[src/rtl/dcache_vldrty_init_ctrl.sv]
// rtl/dcache_vldrty_init_ctrl.sv - valid/dirty SRAM port owner: reset/invalidate sweeps plus upstream pass-through
module dcache_vldrty_init_ctrl #(
    parameter int NUM_WORDS  = 256,
    parameter int DATA_WIDTH = 32,
    parameter int ADDR_WIDTH = $clog2(NUM_WORDS)
) (
    input  logic                    clk_i,
    input  logic                    rst_i,
    input  logic                    inv_req_i,
    output logic                    inv_ack_o,
    output logic                    busy_o,
    input  logic                    req_i,
    input  logic                    we_i,
    input  logic [ADDR_WIDTH-1:0]   addr_i,
    input  logic [DATA_WIDTH-1:0]   wdata_i,
    input  logic [DATA_WIDTH/8-1:0] be_i,
    output logic                    gnt_o,
    output logic [DATA_WIDTH-1:0]   rdata_o,
    output logic                    sram_req_o,
    output logic                    sram_we_o,
    output logic [ADDR_WIDTH-1:0]   sram_addr_o,
    output logic [DATA_WIDTH-1:0]   sram_wdata_o,
    output logic [DATA_WIDTH/8-1:0] sram_be_o,
    input  logic [DATA_WIDTH-1:0]   sram_rdata_i
);

    localparam logic [ADDR_WIDTH-1:0] LAST_IDX = ADDR_WIDTH'(NUM_WORDS - 1);

    typedef enum logic [2:0] {
        S_INIT_SWEEP = 3'd0,
        S_IDLE       = 3'd1,
        S_DRAIN      = 3'd2,
        S_SWEEP      = 3'd3,
        S_ACK        = 3'd4
    } state_t;

    state_t                  r_state;
    state_t                  w_next;
    logic [ADDR_WIDTH-1:0]   r_cnt;
    logic [ADDR_WIDTH-1:0]   w_cnt_next;
    logic                    w_gnt;
    logic                    w_ack;

    always_ff @(posedge clk_i) begin
        if (rst_i) begin
            r_state <= S_INIT_SWEEP;
            r_cnt   <= '0;
        end else begin
            r_state <= w_next;
            r_cnt   <= w_cnt_next;
        end
    end

    always_comb begin
        w_next     = r_state;
        w_cnt_next = r_cnt;
        case (r_state)
            S_INIT_SWEEP: begin
                w_cnt_next = r_cnt + 1'b1;
                if (r_cnt == LAST_IDX) w_next = S_IDLE;
            end
            S_IDLE: begin
                if (inv_req_i) w_next = S_DRAIN;
            end
            S_DRAIN: begin
                w_cnt_next = '0;
                w_next     = S_SWEEP;
            end
            S_SWEEP: begin
                w_cnt_next = r_cnt + 1'b1;
                if (r_cnt == LAST_IDX) w_next = S_ACK;
            end
            S_ACK: begin
                // a request still held here is seen again by IDLE next cycle
                w_next = S_IDLE;
            end
            default: w_next = S_INIT_SWEEP;
        endcase
    end

    always_comb begin
        busy_o       = 1'b0;
        w_gnt        = 1'b0;
        w_ack        = 1'b0;
        sram_req_o   = 1'b0;
        sram_we_o    = 1'b0;
        sram_addr_o  = '0;
        sram_wdata_o = '0;
        sram_be_o    = '0;
        case (r_state)
            S_INIT_SWEEP, S_SWEEP: begin
                busy_o      = 1'b1;
                sram_req_o  = 1'b1;
                sram_we_o   = 1'b1;
                sram_addr_o = r_cnt;
                sram_be_o   = '1;
            end
            S_DRAIN: begin
                busy_o = 1'b1;
            end
            S_IDLE, S_ACK: begin
                w_ack        = (r_state == S_ACK);
                w_gnt        = req_i;
                sram_req_o   = req_i;
                sram_we_o    = we_i;
                sram_addr_o  = addr_i;
                sram_wdata_o = wdata_i;
                sram_be_o    = be_i;
            end
            default: busy_o = 1'b1;
        endcase
    end

    assign gnt_o     = w_gnt & ~rst_i;
    assign inv_ack_o = w_ack & ~rst_i;
    // the SRAM output register already provides the one-cycle read latency
    assign rdata_o   = sram_rdata_i;

endmodule

[config.mk]
export PLATFORM = sky130hd
export DESIGN_NAME = dcache_vldrty_init_ctrl
export DESIGN_NICKNAME = d
export VERILOG_FILES = /design/src/rtl/dcache_vldrty_init_ctrl.sv
export SDC_FILE = /design/constraint.sdc
export NUM_CORES = 1
export LEC_CHECK = 0
export ABC_AREA = 1
export BUFFER_PORTS_ARGS = -buffer_cell sky130_fd_sc_hd__buf_2
export CAP_MARGIN = 20
export CORE_ASPECT_RATIO = 1.25
export CORE_MARGIN = 5
export CORE_UTILIZATION = 38
export DETAILED_ROUTE_END_ITERATION = 8
export PLACE_DENSITY = 0.95
export SETUP_SLACK_MARGIN = 0.3
export SYNTH_ARGS = -nofsm -noshare
export SYNTH_HDL_FRONTEND = slang
export SYNTH_SLANG_ARGS = --single-unit
[constraint.sdc]
create_clock -name clk_i -period 2.05 [get_ports clk_i]
set_clock_uncertainty 0.2 [all_clocks]
set_input_delay 0.3075 -clock clk_i [delete_from_list [all_inputs] [get_ports clk_i]]
set_output_delay 0.3075 -clock clk_i [all_outputs]
set_load 0.02 [all_outputs]
==> impl_metrics.yaml, run 1 <==
run_status:
  outcome: "completed"
detailed_routing:
  wirelength_um: 5650
  drcViolationCount: 0
  wl_per_cell_um: 15.9
  first_pass_iters: 4
  via_count: 1763
  drt_iter0_markers: 90
  ant_nets: 0
  vias_per_cell: 4.97
cells_and_area:
  drive_above_1_share: 0.565
  insertedDiodeCount: 0
  seqCellArea_um2: 228
  fillers: 261
  fin_nets: 398
  multiInputGateArea_um2: 947
  syn_to_final_growth_pct: 75.9
clocking:
  cts_tree: "built"
  root_buffer: "clkbuf_8"
  cts_buffers: 3
  clock_path_buffers: 2
  clkLatencyLatePin_ps: 240
  postCtsHoldBufs: 0
  clkTransAtPathRegs_ps: 50
  clock-sinks: 11
  h-tree-depth: 1
critical_path:
  reg2reg_depth: 7
  slowest_stage: "dfxtp_4"
  crit_chain: "inv_4 -> nand2_2 -> nand2_4 -> o21ai_4 -> buf_12 -> clkbuf_16 -> o21ai_4 -> buf_6"
  cpMostUsedCell: "o21ai_4"
  r2r_start: "r_cnt[0]"
  worst_ep_arrival_time_ps: 1480
  r2r_slack_ps: 530
  cp_max_fo: 4
  startpoint_type: "flip-flop"
  cp_num_buf_inv: 4
  path_class: "reg -> out"
  slowest_delay_ps: 360
  worstReg2RegEnd: "r_state[0]"
  crit_path_end_kind: "output pin"
  path_delay_family: "buffers and inverters"
  cp.required_ps: 1540
logic_synthesis:
  synth_cell_types: 25
  ys.flop_type: "dfxtp_1"
  post-synth-top-count-cell: "inv_1"
  postSynthNetCount: 316
  ys_ff_latch: 11
  ys_seq_area_frac: 0.150
  synthTopCellsByArea: "buf_4 (16%), inv_1 (15%), nor2_4 (15%), dfxtp_1 (15%), nand2_1 (8.7%)"
  synth_commonest_cells: "inv_1 (60), nand2_1 (34), buf_4 (32)"
  async_reset_ff_frac: 0
  yosysTopAreaCell: "buf_4"
  avgSynthCellArea_um2: 6.28
  synth_edf_count: 0
  syn-cell-area_mm2: 0.00147
  ys.warnings.count: 0
  synth_top_cell_area_share: 0.164
  synth_cells: 234
placement:
  dp_slack_ps: 169
  io_buffers: 97
  dp_hpwl_um: 3250
  gp_congestion: 0.939
power:
  power_frac_comb: 0.705
  seqPwrFrac: 0.161
  powerDensity_mw_per_mm2: 646
  power.switching_mw: 0.742
  switching_share: 0.445
  ir_worst_vdd_v: 0.000318
  internal-power_mw: 0.926
  clkPwrFrac: 0.134
  p_leak_nw: 1.34
worst_hold_path:
  holdPathStages: 2
  min_to: "r_state[1]"
  worstHoldStart: "rst_i"
  min_path_type: "in -> reg"
timing:
  max_freq_mhz: 502
  final.setup.worst_slack_ps: 59.2
  min_period_over_period: 0.971
  relSlewSlack: 0.838
  max_slew.worst_pin.slew_ps: 242
  fin_crit_ps: 1990
  finalMaxSlewViolations: 0
  rsz0062_at_grt: "yes"
  setup_viol: 0
  finalSetupTns_ps: 0
  finalHoldViolations: 0
floorplanning:
  die_y_um: 79.5
  core_area_mm2: 0.00375
  row_count: 25
  die_w_um: 65.6
  die_area_mm2: 0.00522
  start_util: 0.391
  pin_count: 162
global_routing:
  grt-ovfl-total: 0
  grt.total_usage: 0.198
  grt_max_degree: 11
  antenna_found_initial: 0
  grt_pass1_wl_um: 8130
  grt_pass1_vias: 1752
run:
  cap_viol_max_count: 0
==> worst max path at each step <==
stage / slack (ps) / depth (start not counted) / from / to
2_1_floorplan: 220 / 5 / r_state[0] / sram_be_o[1]
3_3_place_gp: 270 / 6 / r_state[0] / sram_be_o[1]
3_5_place_dp: 170 / 6 / r_state[1] / sram_addr_o[3]
4_1_cts: 100 / 8 / r_state[1] / sram_addr_o[2]
5_1_grt: 10 / 8 / r_state[1] / sram_be_o[0]
6_report: 60 / 8 / r_state[1] / sram_be_o[0]
==> area by class of cell <==
class | count | area share
timing repair buffer | 116 | 0.413
multi-input combinational | 121 | 0.367
inverter | 63 | 0.0954
sequential | 11 | 0.0881
tap | 40 | 0.0194
clock buffer | 4 | 0.0174
==> state kept, by name (all words and copies together) (netlist names) <==
signal / count
r_state: 3
r_cnt: 8
==> cell usage in the layout (no fill, tap or decap), drive strengths merged <==
cell,instances
o22ai,4
o21ai,15
nor2,41
dfxtp,11
clkbuf,5
nand2,37
nor3,2
nand3,8
a21oi,9
inv,63
nor4,1
o211ai,1
buf,115
ha,1
nand4,2
==> power by group through the flow <==
stage | registers, mW | logic [mW] | clock network [mW]
finish | 0.269 | 1.18 | 0.223
global placement | 0.270 | 0.654 | 0
CTS | 0.266 | 1.02 | 0.224
detailed placement | 0.272 | 0.668 | 0
global route | 0.272 | 1.24 | 0.238
floorplan | 0.266 | 0.565 | 0
==> metrics by stage <==
step | cells | cell area [um^2] | utilization | power (mW) | hold slack, ps
global placement | 335 | 1740 | 0.464 | 0.924 | 264
detailed placement | 335 | 1740 | 0.464 | 0.940 | 285
floorplan | 234 | 1470 | - | 0.830 | 252
finish | 355 | 2580 | 0.688 | 1.67 | 165
CTS | 353 | 2380 | 0.635 | 1.51 | 147
global route | 355 | 2580 | 0.688 | 1.75 | 188
==> logic make-up (layout without fill, tap and decap cells) <==
| kind of cell | after synthesis | in the layout | synth area share |
|---|---|---|---|
| AND/OR/NAND/NOR | 91 | 91 | 0.359 |
| flip-flops | 11 | 11 | 0.150 |
| adder cells (fa/ha/maj) | 1 | 1 | 0.00852 |
| buffers and inverters | 102 | 183 | 0.376 |
| AO/OA/AOI/OAI | 29 | 29 | 0.106 |
==> worst reg2reg max path: cells and delay by family, from the launching register on <==
kind / cells / cell delay, ps
compound gates: 1 / 180
simple gates: 4 / 460
fa+ha+maj: 1 / 180
buf+inv: 1 / 60
flops: 1 / 390
==> metal layers <==
layer | GRT usage | up-vias | share of wire
met5 | 0 | - | 0
li1 | - | 817 | -
met4 | 0.0768 | 0 | 0.036
met3 | 0.0563 | 29 | 0.087
met2 | 0.379 | 104 | 0.54
met1 | 0.196 | 813 | 0.33
==> what timing repair did <==
item                       4_1_cts  5_1_grt
gates cloned                     4        1
buffers inserted                10        1
resized for setup              126       37
pin swaps                        2        2
setup endpoints to repair       48       49
Power figures use the tool's default switching activity.
==> inputs of run 2 (changes only) <==
--- a/config.mk
+++ b/config.mk
@@ -10,9 +10,10 @@
 export CAP_MARGIN = 20
 export CORE_ASPECT_RATIO = 1.25
 export CORE_MARGIN = 5
-export CORE_UTILIZATION = 38
+export CORE_UTILIZATION = 31
 export DETAILED_ROUTE_END_ITERATION = 8
-export PLACE_DENSITY = 0.95
+export PLACE_DENSITY = 0.84
+export RECOVER_POWER = 100
 export SETUP_SLACK_MARGIN = 0.3
 export SYNTH_ARGS = -nofsm -noshare
 export SYNTH_HDL_FRONTEND = slang
==> constraint.sdc (replaced) <==
create_clock -name clk_i -period 1.65 [get_ports clk_i]
set_clock_uncertainty 0.2 [all_clocks]
set_input_delay 0.2475 -clock clk_i [delete_from_list [all_inputs] [get_ports clk_i]]
set_output_delay 0.2475 -clock clk_i [all_outputs]
set_load 0.02 [all_outputs]
==> run 2 against run 1 <==
The flow now finishes with violations (negative setup slack). Clock-buffer cell count is 1 lower. Setup slack worse by 290 ps. Critical path depth stayed put. Register-to-register slack worse by 410 ps. Routed wire length is 4.9% lower. Global-route usage is 4.5 points lower. Sequential share of layout area is 0.14 points higher. Worst hold slack worse by 22 ps. Via count is 2.9% lower.
==> impl_metrics.yaml, run 2 (synthesis results as in run 1) <==
run_status:
  outcome: "complete, but fails checks"
  violations: "negative setup slack"
cells_and_area:
  largest_register: "r_cnt"
  largest_reg_flops: 8
  largest_registers: "r_cnt: 8 flops, r_state: 3 flops"
  fillers: 376
  final_common_cell: "inv_1"
  post-route-util: 0.570
  syn_to_final_growth_pct: 80.7
  drive_above_1_share: 0.644
  layout_common_cells: "inv_1 (59), buf_2 (52), buf_6 (50)"
  fin_nets: 398
  instances_no_fill: 375
  insertedDiodeCount: 0
detailed_routing:
  first_pass_iters: 4
  vias_per_cell: 4.57
  via_count: 1712
  drt_iter0_markers: 36
  ant_nets: 0
  drcViolationCount: 0
  wirelength_um: 5370
  wl_per_cell_um: 14.3
timing:
  max_slew.worst_pin.slew_ps: 277
  finalHoldViolations: 0
  final.setup.worst_slack_ps: -229
  hold_ws_ps: 143
  relSlewSlack: 0.815
  max_freq_mhz: 532
  finalMaxSlewViolations: 0
  min_period_over_period: 1.14
  rsz0062_at_grt: "yes"
  setup_viol: 49
  fin_crit_ps: 1880
power:
  p_leak_nw: 1.32
  power_frac_comb: 0.693
  total_power_mw: 2.08
  powerDensity_mw_per_mm2: 785
  seqPwrFrac: 0.170
  power.switching_mw: 0.951
  internal-power_mw: 1.13
  ir_worst_vdd_v: 0.000395
  clkPwrFrac: 0.137
  switching_share: 0.456
floorplanning:
  start_util: 0.315
  pin_count: 162
  die_area_mm2: 0.00622
  die_w_um: 71.6
  row_count: 28
  core_area_mm2: 0.00466
  die_y_um: 87.0
worst_hold_path:
  min_path_type: "in -> reg"
  min_to: "r_cnt[1]"
  worstHoldStart: "rst_i"
  holdPathStages: 2
clocking:
  cts_tree: "built"
  root_buffer: "clkbuf_8"
  cts_buffers: 3
  clock-sinks: 11
  clock_path_buffers: 2
  clkTransAtPathRegs_ps: 50
  clkLatencyLatePin_ps: 250
  h-tree-depth: 1
run:
  cap_viol_max_count: 0
placement:
  io_buffers: 97
  gp_congestion: 0.755
  post-place-cells: 362
  dp_slack_ps: -25.3
  dp_hpwl_um: 3560
global_routing:
  grt-ovfl-total: 0
  antenna_found_initial: 0
  grt_max_degree: 19
  grt.total_usage: 0.153
  grt_pass1_vias: 1714
  grt_pass1_wl_um: 7650
critical_path:
  path_class: "reg -> out"
  r2r_start: "r_cnt[1]"
  cp.required_ps: 1200
  startpoint_type: "flip-flop"
  r2r_slack_ps: 120
  worstReg2RegEnd: "r_state[0]"
  worst_ep_arrival_time_ps: 1430
  reg2reg_depth: 8
  cp_max_fo: 6
  crit_path_end_kind: "output pin"
[run 2: power groups by stage]
stage	sequential, mW	clock (mW)	combinational (mW)
after global placement	0.334	0	1.00
after global routing	0.358	0.305	1.54
final	0.354	0.285	1.45
after detailed placement	0.336	0	1.02
after floorplan	0.333	0	0.838
after CTS	0.342	0.290	1.25
[run 2: area by class of cell]
cell class	instances	area (um^2)	share of cell area
well taps	60	75.1	0.0283
inverters	63	249	0.0938
multi-input cells	121	1030	0.387
flip-flops and latches	11	238	0.0895
clock buffers	3	41.3	0.0156
repair buffers	116	1020	0.384
clock inverters	1	5.00	0.00189
[run 2: worst max-delay path by stage]
stage	start	end	slack, ps	cells after the start
after CTS	r_state[1]	sram_be_o[3]	-240	8
after global routing	r_state[1]	sram_be_o[1]	-290	8
after floorplan	r_state[1]	sram_wdata_o[10]	140	7
after detailed placement	r_state[1]	sram_addr_o[5]	-30	6
after global placement	r_state[1]	sram_addr_o[5]	9	6
final	r_state[1]	sram_be_o[1]	-230	8
[run 2: repair_timing]
item | in CTS | in global routing
pin swaps | 4 | 9
setup buffers | 5 | 1
resized for setup | 91 | 56
hold buffers | 0 | 0
cloned | 2 | 1
endpoints found under the setup margin | 59 | 60
[run 2: worst max-delay path: stages (launching register included)]
cell and delay, ps:
dfxtp_4 370, inv_4 80, nand2_4 60, nand2_4 60
o21ai_4 80, buf_6 140, buf_12 140, o21ai_4 120
buf_6 130
[run 2: stage by stage]
| stage | TNS [ps] | instance area [um^2] |
|---|---|---|
| after floorplan | 0 | 1670 |
| after global placement | 0 | 2020 |
| after detailed placement | -56.7 | 2020 |
| after CTS | -9330 | 2450 |
| after global routing | -11510 | 2660 |
| final | -8760 | 2660 |
[run 2: per-layer routing]
layer	routed length [um]	vias to the layer above	global-route usage
met5	0	-	0
met4	159	0	0.0821
met3	531	17	0.0543
met2	2970	110	0.297
met1	1710	761	0.135
li1	-	824	-
==> inputs of run 3 (changes only) <==
--- a/config.mk
+++ b/config.mk
@@ -11,8 +11,10 @@
 export CORE_ASPECT_RATIO = 1.25
 export CORE_MARGIN = 5
 export CORE_UTILIZATION = 31
+export CTS_CLUSTER_SIZE = 10
 export DETAILED_ROUTE_END_ITERATION = 8
-export PLACE_DENSITY = 0.84
+export GPL_TIMING_DRIVEN = 0
+export PLACE_DENSITY = 0.77
 export RECOVER_POWER = 100
 export SETUP_SLACK_MARGIN = 0.3
 export SYNTH_ARGS = -nofsm -noshare
==> run 3 against run 2 <==
The run still ends with negative setup slack left. Combinational power increased by 9%. Critical path depth unchanged. Register-to-register slack got worse by 20 ps. Critical path type unchanged.
==> impl_metrics.yaml, run 3 (synthesis results as in run 1) <==
power:
  powerDensity_mw_per_mm2: 744
  total_power_mw: 2.22
  power_frac_comb: 0.712
  seqPwrFrac: 0.163
  clkPwrFrac: 0.125
  switching_share: 0.454
  power.switching_mw: 1.01
  ir_worst_vdd_v: 0.000298
  internal-power_mw: 1.21
  p_leak_nw: 1.56
detailed_routing:
  via_count: 1996
  first_pass_iters: 4
  drt_iter0_markers: 62
  wl_per_cell_um: 13.2
  wirelength_um: 5870
  drcViolationCount: 0
  ant_nets: 0
  vias_per_cell: 4.50
timing:
  finalSetupTns_ps: -9210
  min_period_over_period: 1.16
  hold_ws_ps: 153
  setup_viol: 48
  max_freq_mhz: 524
  relSlewSlack: 0.541
  final.setup.worst_slack_ps: -259
  fin_crit_ps: 1910
  finalHoldViolations: 0
  max_slew.worst_pin.slew_ps: 688
  finalMaxSlewViolations: 0
  rsz0062_at_grt: "yes"
clocking:
  clkTransAtPathRegs_ps: 50
  clock-sinks: 11
  clock_path_buffers: 2
  h-tree-depth: 1
  cts_tree: "built"
  cts_buffers: 3
  root_buffer: "clkbuf_8"
  clkLatencyLatePin_ps: 240
global_routing:
  grt.total_usage: 0.153
  grt_max_degree: 11
  antenna_found_initial: 0
  grt_pass1_wl_um: 7880
  grt-ovfl-total: 0
  grt_pass1_vias: 1876
critical_path:
  slowest_stage: "dfxtp_4"
  cpMostUsedCell: "nand2_4"
  cp_max_fo: 6
  worst_ep_arrival_time_ps: 1460
  startpoint_type: "flip-flop"
  crit_chain: "inv_4 -> nand2_4 -> nand2_4 -> o21ai_4 -> buf_8 -> buf_12 -> o21ai_2 -> buf_6"
  path_class: "reg -> out"
  crit_path_end_kind: "output pin"
  path_delay_family: "buffers and inverters"
  slowest_delay_ps: 370
  cp_num_buf_inv: 4
  cp.required_ps: 1200
floorplanning:
  pin_count: 162
  core_area_mm2: 0.00466
  start_util: 0.315
  die_area_mm2: 0.00622
  die_w_um: 71.6
  die_y_um: 87.0
  row_count: 28
placement:
  gp_congestion: 0.757
  dpl-instance-area_mm2: 0.00239
  dp_hpwl_um: 3970
  io_buffers: 128
cells_and_area:
  largest_register: "r_cnt"
  largest_registers: "r_cnt: 8 flops, r_state: 3 flops"
  insertedDiodeCount: 0
  fin_nets: 467
  stdcell_area_mm2: 0.00299
  drive_above_1_share: 0.586
  final_common_cell: "inv_1"
  largest_reg_flops: 8
  layout_common_cells: "inv_1 (60), buf_2 (52), buf_4 (50)"
  fillers: 398
  syn_to_final_growth_pct: 103
run_status:
  outcome: "complete, but fails checks"
  violations: "negative setup slack"
run:
  cap_viol_max_count: 0
worst_hold_path:
  min_path_type: "in -> reg"
-- run 3: cell types whose count changed in the layout (fill, tap and decap cells not counted), sizes merged --
cell,delta
clkbuf,+34
buf,+35
-- run 3: layout make-up --
type	count	area, um^2	share of cell area
Timing Repair Buffer	145	1050	0.353
Multi-Input combinational cell	121	975	0.326
Buffer	39	342	0.114
Inverter	63	254	0.0851
Sequential cell	11	231	0.0775
Tap cell	60	75.1	0.0251
Clock buffer	4	45.0	0.0151
Timing Repair inverter	1	8.76	0.00293
-- run 3: path summary, 6_finish.rpt --
kind,cells after the start,slack (ps),from,to
setup / recovery,8,-260,r_state[1],sram_req_o
hold / removal,3,150,inv_req_i,r_state[1]
setup reg to reg,8,100,r_cnt[0],r_state[0]
hold reg to reg,2,300,r_cnt[3],r_cnt[3]
-- run 3: timing repair --
item / 4_1_cts / 5_1_grt
hold buffers: 0 / 0
gates cloned: 2 / 2
setup endpoints to repair: 59 / 60
setup buffers: 8 / 6
pin swaps: 4 / 10
resized for setup: 90 / 31
-- run 3: metrics by stage --
step,worst slack [ps],util,cells
after floorplan,136,-,234
after global placement,-107,0.512,422
after detailed placement,-115,0.512,422
after CTS,-240,0.608,436
after global routing,-308,0.641,444
final,-259,0.641,444
-- run 3: power groups by stage --
stage	clock network, mW	registers [mW]	logic [mW]
floorplan	0	0.333	0.838
global placement	0	0.341	1.12
detailed placement	0	0.342	1.13
CTS	0.284	0.343	1.41
global route	0.291	0.365	1.68
finish	0.279	0.362	1.58
-- run 3: metal layers --
metal	up-vias	track usage	routed length, um
li1	959	-	-
met1	927	0.140	1760
met2	95	0.316	3470
met3	15	0.0393	511
met4	0	0.0479	136
met5	-	0	0
-- run 3: worst register-to-register path, stage by stage (launching register included) --
cell	delay (ps)
dfxtp_1	450
ha_4	190
nand2_4	60
nor2_1	230
nand2_4	100
nand2_1	70
nand3_1	60
nand2_1	60
inv_1	40
